===== src/rtl/game_pkg.sv =====
// Shared game constants and state type for the pacing stage and the horizon-line renderer.
package game_pkg;

  localparam int SPEED_SCALE = 1024;

  localparam int DEFAULT_INIT_SPEED = 6 * SPEED_SCALE;
  localparam int DEFAULT_MAX_SPEED  = 13 * SPEED_SCALE;
  localparam int DEFAULT_ACCEL      = 1;
  localparam int DEFAULT_POINT_DIST = 40 * SPEED_SCALE;
  localparam int DEFAULT_MAX_SCORE  = 99999;

  typedef enum logic [1:0] {
    WAITING,
    RUNNING,
    CRASHED
  } game_state_t;

endpackage


===== src/rtl/game_speed_ctrl_score_counter.sv =====
// Distance accumulator that converts travelled sub-pixels into saturating score points.
module score_counter
  import game_pkg::*;
#(
  parameter int POINT_DIST = DEFAULT_POINT_DIST,
  parameter int MAX_SCORE  = DEFAULT_MAX_SCORE
) (
  input  logic        clk,
  input  logic        rst,
  input  logic        clear,
  input  logic        step,
  input  logic [14:0] speed,
  output logic [16:0] score
);

  logic [16:0] acc;
  logic [16:0] sum;

  // Speed stays below POINT_DIST, so a single update can earn at most one point.
  assign sum = acc + {2'b00, speed};

  always_ff @(posedge clk) begin
    if (rst || clear) begin
      acc   <= '0;
      score <= '0;
    end else if (step) begin
      if (sum >= 17'(POINT_DIST)) begin
        acc <= sum - 17'(POINT_DIST);
        if (score < 17'(MAX_SCORE)) begin
          score <= score + 17'd1;
        end
      end else begin
        acc <= sum;
      end
    end
  end

endmodule


===== src/rtl/game_speed_ctrl.sv =====
// Paces scrolling objects: turns frame ticks into update pulses, ramps speed, tracks score.
module game_speed_ctrl
  import game_pkg::*;
#(
  parameter int INIT_SPEED = DEFAULT_INIT_SPEED,
  parameter int MAX_SPEED  = DEFAULT_MAX_SPEED,
  parameter int ACCEL      = DEFAULT_ACCEL,
  parameter int POINT_DIST = DEFAULT_POINT_DIST,
  parameter int MAX_SCORE  = DEFAULT_MAX_SCORE
) (
  input  logic        clk,
  input  logic        rst,
  input  logic        frame_tick,
  input  logic        start,
  input  logic        crash,
  output logic        update,
  output logic [14:0] speed,
  output logic [16:0] score,
  output logic        running
);

  game_state_t state;
  logic        tick_pending;
  logic [15:0] speed_sum;
  logic [14:0] speed_next;
  logic        clear;
  logic        step;

  // Add one bit wider than the output so saturation catches the carry instead of wrapping.
  assign speed_sum  = {1'b0, speed} + 16'(ACCEL);
  assign speed_next = (speed_sum > 16'(MAX_SPEED)) ? 15'(MAX_SPEED) : speed_sum[14:0];

  assign update = tick_pending;
  assign clear  = start && !crash && (state != RUNNING);
  assign step   = tick_pending && !crash && (state == RUNNING);

  always_ff @(posedge clk) begin
    if (rst) begin
      state        <= WAITING;
      tick_pending <= 1'b0;
      speed        <= '0;
      running      <= 1'b0;
    end else if (crash) begin
      state        <= CRASHED;
      tick_pending <= 1'b0;
      running      <= 1'b0;
    end else begin
      case (state)
        RUNNING: begin
          tick_pending <= frame_tick;
          if (tick_pending) begin
            speed <= speed_next;
          end
        end
        WAITING, CRASHED: begin
          tick_pending <= 1'b0;
          if (start) begin
            state   <= RUNNING;
            speed   <= 15'(INIT_SPEED);
            running <= 1'b1;
          end
        end
        default: begin
          state        <= WAITING;
          tick_pending <= 1'b0;
          running      <= 1'b0;
        end
      endcase
    end
  end

  score_counter #(
    .POINT_DIST(POINT_DIST),
    .MAX_SCORE (MAX_SCORE)
  ) u_score_counter (
    .clk  (clk),
    .rst  (rst),
    .clear(clear),
    .step (step),
    .speed(speed),
    .score(score)
  );

endmodule

===== config.mk =====
export PLATFORM = sky130hd
export DESIGN_NAME = game_speed_ctrl
export DESIGN_NICKNAME = d
export VERILOG_FILES = /design/src/rtl/game_pkg.sv /design/src/rtl/game_speed_ctrl_score_counter.sv /design/src/rtl/game_speed_ctrl.sv
export SDC_FILE = /design/constraint.sdc
export NUM_CORES = 1
export LEC_CHECK = 0
export ABC_AREA = 1
export CAP_MARGIN = 25
export CELL_PAD_IN_SITES_DETAIL_PLACEMENT = 2
export CELL_PAD_IN_SITES_GLOBAL_PLACEMENT = 2
export CORE_MARGIN = 10
export CORE_UTILIZATION = 30
export CTS_BUF_LIST = sky130_fd_sc_hd__clkbuf_8
export DETAILED_ROUTE_END_ITERATION = 7
export DONT_BUFFER_PORTS = 1
export PLACE_DENSITY = 0.71
export RECOVER_POWER = 25
export SETUP_SLACK_MARGIN = 0.05
export SLEW_MARGIN = 20
export SYNTH_ARGS = -nofsm -noshare
export SYNTH_HDL_FRONTEND = slang
export SYNTH_SLANG_ARGS = --single-unit

===== constraint.sdc =====
create_clock -name clk -period 4.7 [get_ports clk]
set_input_delay 1.41 -clock clk [delete_from_list [all_inputs] [get_ports clk]]
set_output_delay 1.41 -clock clk [all_outputs]
set_load 0.02 [all_outputs]

**Yosys cells after proc, flatten, opt, wreduce, memory -nomap -nowiden**

Cells that the tools add are included.

- Bits of input ports: 5
- Word-level logic and storage cells: 48
- Flip-flop bits (word level): 53
- Output and inout bits: 34

- Equal/unequal tests: 7
- Reduce and logical (&&, ||, !) cells: 15
- $add $sub $neg: 4
- Magnitude comparators: 3
- Mux-type cells: 10
- Bitwise operators: 2

Operators with widths:

| kind | count |
|---|---|
| $mux 15 | 3 |
| $pmux 15 s2 | 1 |
| $add 17x1->17 const B | 1 |
| $add 17x15->17 | 1 |
| $ge 17x16->1 const B | 1 |
| $lt 17x17->1 const B | 1 |
| $mux 17 | 1 |
| $sub 17x16->17 const B | 1 |
| $add 15x1->16 const B | 1 |
| $gt 16x14->1 const B | 1 |
| $ne 2x2->1 const B | 3 |
| $logic_and 1x1->1 | 4 |
| $mux 2 | 2 |
| $pmux 2 s2 | 1 |
| $reduce_and 2->1 | 2 |
| $reduce_and 4->1 | 1 |
| $reduce_or 2->1 | 2 |
| $ne 3x3->1 const B | 1 |
| $reduce_and 3->1 | 1 |
| $reduce_or 3->1 | 1 |
| $eq 2x1->1 const B | 1 |
| $eq 2x2->1 const B | 1 |
| $logic_not 2->1 | 1 |
| $ne 2x1->1 const B | 1 |
| 6 further kinds | 7 |

**Logic depth before layout (Yosys ltp)**

- Depth after elaboration: 5
- Mapped depth: 21
- Gate-level depth less buffers: 21

**Cells and area by module**

From an unflattened synthesis, not the netlist that was laid out.

- Cell total of the unflattened synthesis: 634
- Area, all modules: 3972.6 um^2

By module, submodules not included:

| module | area an instance (um^2) | cells an instance | sequential area each (um^2) | times used |
|---|---|---|---|---|
| score_counter | 2819.0 | 447 | 680.7 | 1 |
| game_speed_ctrl | 1153.6 | 187 | 360.3 | 1 |

**Worst setup path after synthesis**

OpenSTA, ideal clock, no wires.

- Path type: input to register
- From: input crash
- To: register u_score_counter.acc[11]
- Buffers on the path: 1
- Cell stages on the path: 9
- Library setup time: 0.115 ns
- Path slack: 2.004 ns
- Data arrival time: 2.581 ns
- Cell sequence: a21oi_1 inv_1 nor2_1 o21ai_1 nor2_2 clkinv_1 clkbuf_1 o21ai_0 inv_1

- Cells in the longest elaborated chain, start to end: 4
- Elaborated cells between the ends (all ways): 6
- Those cells by class: 6 x reduce/logical

RTL lines:

| element | line | text |
|---|---|---|
| start, declared | game_speed_ctrl.sv:15 | `input logic crash,` |
| $logic_not 1->1 (*) | game_speed_ctrl.sv:34, game_speed_ctrl.sv:35 |  |
| $logic_and 1x1->1 (2 in a row) | game_speed_ctrl.sv:34 | `assign clear = start && !crash && (state != RUNNING);` |
| $logic_or 1x1->1 | game_speed_ctrl_score_counter.sv:23 | `if (rst \|\| clear) begin` |
| end signal, assigned | game_speed_ctrl_score_counter.sv:28 | `acc <= sum - 17'(POINT_DIST);` |
| end signal, assigned | game_speed_ctrl_score_counter.sv:33 | `acc <= sum;` |
| end, declared | game_speed_ctrl_score_counter.sv:16 | `logic [16:0] acc;` |

Every way passes the cells marked *; elsewhere a longest branch is shown, timed or not.
A chain may end at the register's enable or synchronous reset.

**Worst setup path after layout**

- From: register speed[0]
- To: register u_score_counter.score[3]

- Cells in the longest elaborated chain, start to end: 3

RTL lines:

| element | line | text |
|---|---|---|
| start, declared | game_speed_ctrl.sv:17 | `output logic [14:0] speed,` |
| start signal, assigned | game_speed_ctrl.sv:52 | `speed <= speed_next;` |
| start signal, assigned | game_speed_ctrl.sv:59 | `speed <= 15'(INIT_SPEED);` |
| $add 17x15->17 | game_speed_ctrl_score_counter.sv:20 | `assign sum = acc + {2'b00, speed};` |
| $ge 17x16->1 | game_speed_ctrl_score_counter.sv:27 | `if (sum >= 17'(POINT_DIST)) begin` |
| $reduce_and 3->1 (no line) | - |  |
| end signal, assigned | game_speed_ctrl_score_counter.sv:30 | `score <= score + 17'd1;` |
| end, declared | game_speed_ctrl_score_counter.sv:13 | `output logic [16:0] score` |

Every way passes these cells.

==> summary.txt <==
Run status
  • Status: complete, but fails checks
  • Failing checks: capacitance limit, slew limit

Die
  • Initial cell density of the core: 0.306
  • Die area: 17800 um^2
  • Row cnt: 41
  • Core Area: 12600 um^2
  • I/O pin count: 39
  • DIE WIDTH: 134 um
  • Die Y: 134 um

Global route
  • GRT Util Overall: 0.147
  • Largest net degree at the start of global routing: 49
  • Total grt overflow: 0
  • Vias in the first global route: 4163
  • First-pass GRT wire length: 21900 um
  • Initial antenna violation count: 0

Timing
  • Fmax achieved: 0.301 GHz
  • Final Cycle Share: 0.706
  • Slew Limit Fails: 15
  • Period minus WS final: 3.32 ns
  • Final hold vios: 0
  • Setup Skew: 0.0101 ns
  • Fin Setup TNS: 0 ns
  • RSZ-0062 raised after global routing: false
  • Slew HR: -0.105
  • Setup violators final: 0
  • Worst-margin pin slew: 1.64 ns

Final layout
  • Diode count: 0
  • Most common cell after layout, fill and taps aside: nand2_1
  • Final Non-Filler Cells: 770
  • Share of post-route cells with drive strength above 1: 0.0652
  • Fin nets: 622
  • Fillers: 1594
  • Most frequent cells in the layout: nand2_1, inv_1, nor2_1
  • Post-layout instance area: 4080 um^2
  • Synth-to-Final Area Change: 5.67%

Place
  • Placed insts: 763
  • Placed instance area: 4000 um^2
  • Post-DP HPWL: 10300 um
  • Port bufs: 0
  • GPL Wtd Cong: 0.781

Power and ir drop
  • Leak: 1.78 nW
  • PwrDens: 189 nW/um^2
  • Worst VDD drop: 0.000142 V

Worst setup path
  • Crit-path max FO: 23
  • WS Path Type: flop to flop
  • Arrival time worst endpoint: 3.51 ns
  • CP required: 4.90 ns
  • CP Launch Type: flop
  • CP endpoint kind: flop

Worst hold path
  • Hold Path Class: flop to flop

Routing
  • DRT iter0 DRCs: 189
  • Vias: 3857
  • Post-route ant nets: 0
  • Routed length per instance: 16.5 um
  • DRC violations left: 0
  • Final wirelength: 12700 um
  • First-pass iteration count of the detailed router: 4
  • Post-DR vias/cell: 5.01

Logic synthesis
  • Cells after Synth: 605
  • #FFs+latches synth: 52
  • YS warnings: 0
  • Netlist Area Pre-Place: 3860 um^2
  • Syn Area/Cell: 6.39 um^2
  • Post-synthesis sequential area ratio: 0.269
  • Post-synth EDFFs: 0
  • Distinct cells, synth: 39
  • Ys flop type: dfxtp_1
  • Async SR Flop Fraction: 0
  • Post-Syn Nets: 629

Clocking
  • Clock root buffer: clkbuf_8
  • Post-CTS resize count: 0
  • Clock Sinks: 52
  • Hold-fix buffers, CTS: 0
  • Clk buf depth: 2
  • Setup Fix Bufs, Post-CTS: 0
  • Total CTS buffers: 5
  • H-tree level count: 2
  • Worst-skew pair later-pin latency: 0.32 ns
  • CTS tree: built
  • Reg clk slew, reported paths: 0.10 ns

Job
  • Max_cap viols: 1
-- worst max-delay path: stages (launching register included) --
cell,delay (ns)
dfxtp_1,0.45
ha_1,0.33
fa_1,0.44
nand2_1,0.12
nand2_2,0.10
nand3_2,0.09
nand2_2,0.07
nand2_1,0.08
nand2_1,0.08
nand2_2,0.09
nand2_2,0.08
ha_1,0.18
inv_1,0.08
nand3_1,0.10
nand2_1,0.09
inv_1,0.08
nand2_4,0.24
nand3_4,0.25
nand2_1,0.14
a21oi_1,0.07
-- stage by stage --
step / hold slack [ns] / setup slack (ns) / total power [W] / utilization
floorplan: 0.445 / 2.00 / 0.000506 / -
global placement: 0.464 / 1.41 / 0.000520 / 0.317
detailed placement: 0.469 / 1.24 / 0.000523 / 0.317
CTS: 0.485 / 1.34 / 0.000784 / 0.324
global route: 0.520 / 1.03 / 0.000814 / 0.324
finish: 0.483 / 1.38 / 0.000771 / 0.324
-- final timing paths --
kind	from	to	slack, ns	cells past startpoint
worst min register to register	state[1]	state[1]	0.48	2
worst max-delay path	speed[0]	u_score_counter.score[3]	1.38	19
worst min-delay path	state[1]	state[1]	0.48	2
worst max register to register	speed[0]	u_score_counter.score[3]	1.38	19
-- sequential cells by signal (all words and copies together), names as in the netlist --
name	cells
running	1
update	1
state	1
u_score_counter.score	17
u_score_counter.acc	17
speed	15
-- final cells by class --
class | instances | area (um^2) | share of cell area
clock inverters | 2 | 12.5 | 0.00306
flip-flops and latches | 52 | 1040 | 0.255
multi-input cells | 455 | 2420 | 0.593
well taps | 172 | 215 | 0.0527
repair buffers | 3 | 22.5 | 0.00551
inverters | 81 | 304 | 0.0744
clock buffers | 5 | 68.8 | 0.0169
-- logic make-up (layout without fill, tap and decap cells) --
group                      count (synthesis)  count (layout)  share of synthesized area
adders and majority gates                 19              19                     0.0635
AOI/OAI and AO/OA                         75              75                      0.106
buffers and inverters                     98              91                      0.106
xor gates and xnor gates                  27              27                     0.0612
DFF                                       52              52                      0.269
and+or+nand+nor                          334             334                      0.394
-- per-layer routing --
layer / GRT usage / vias to the layer above / routed length [um]
met4: 0.0278 / 0 / 104
li1: - / 1940 / -
met2: 0.245 / 29 / 6060
met3: 0.0256 / 9 / 377
met1: 0.194 / 1879 / 6160
met5: 0 / - / 0
-- synth_stat cells, types with 3 or more instances --
library cell	count	area, um^2
buf_2	6	30.0
xor2_1	18	158
o21ai_1	3	15.0
o21ai_0	13	65.1
dfxtp_1	52	1040
clkbuf_1	7	26.3
nand3b_1	3	22.5
nor2_1	62	233
nand2_1	168	631
inv_2	3	11.3
nor3_1	10	50.1
ha_1	18	225
o211ai_1	8	60.1
nor4_1	4	25.0
nand2_2	9	56.3
nand3_1	33	165
inv_1	76	285
xnor2_1	9	78.8
nand3_2	5	50.1
nor2_2	3	18.8
a21oi_1	45	225
nand4_1	27	169
-- power by group --
group	switching [W]	internal, W
clock network	0.000158	0.000101
registers	0.00000935	0.000445
logic	0.0000399	0.0000170
Power figures use the tool's default switching activity.
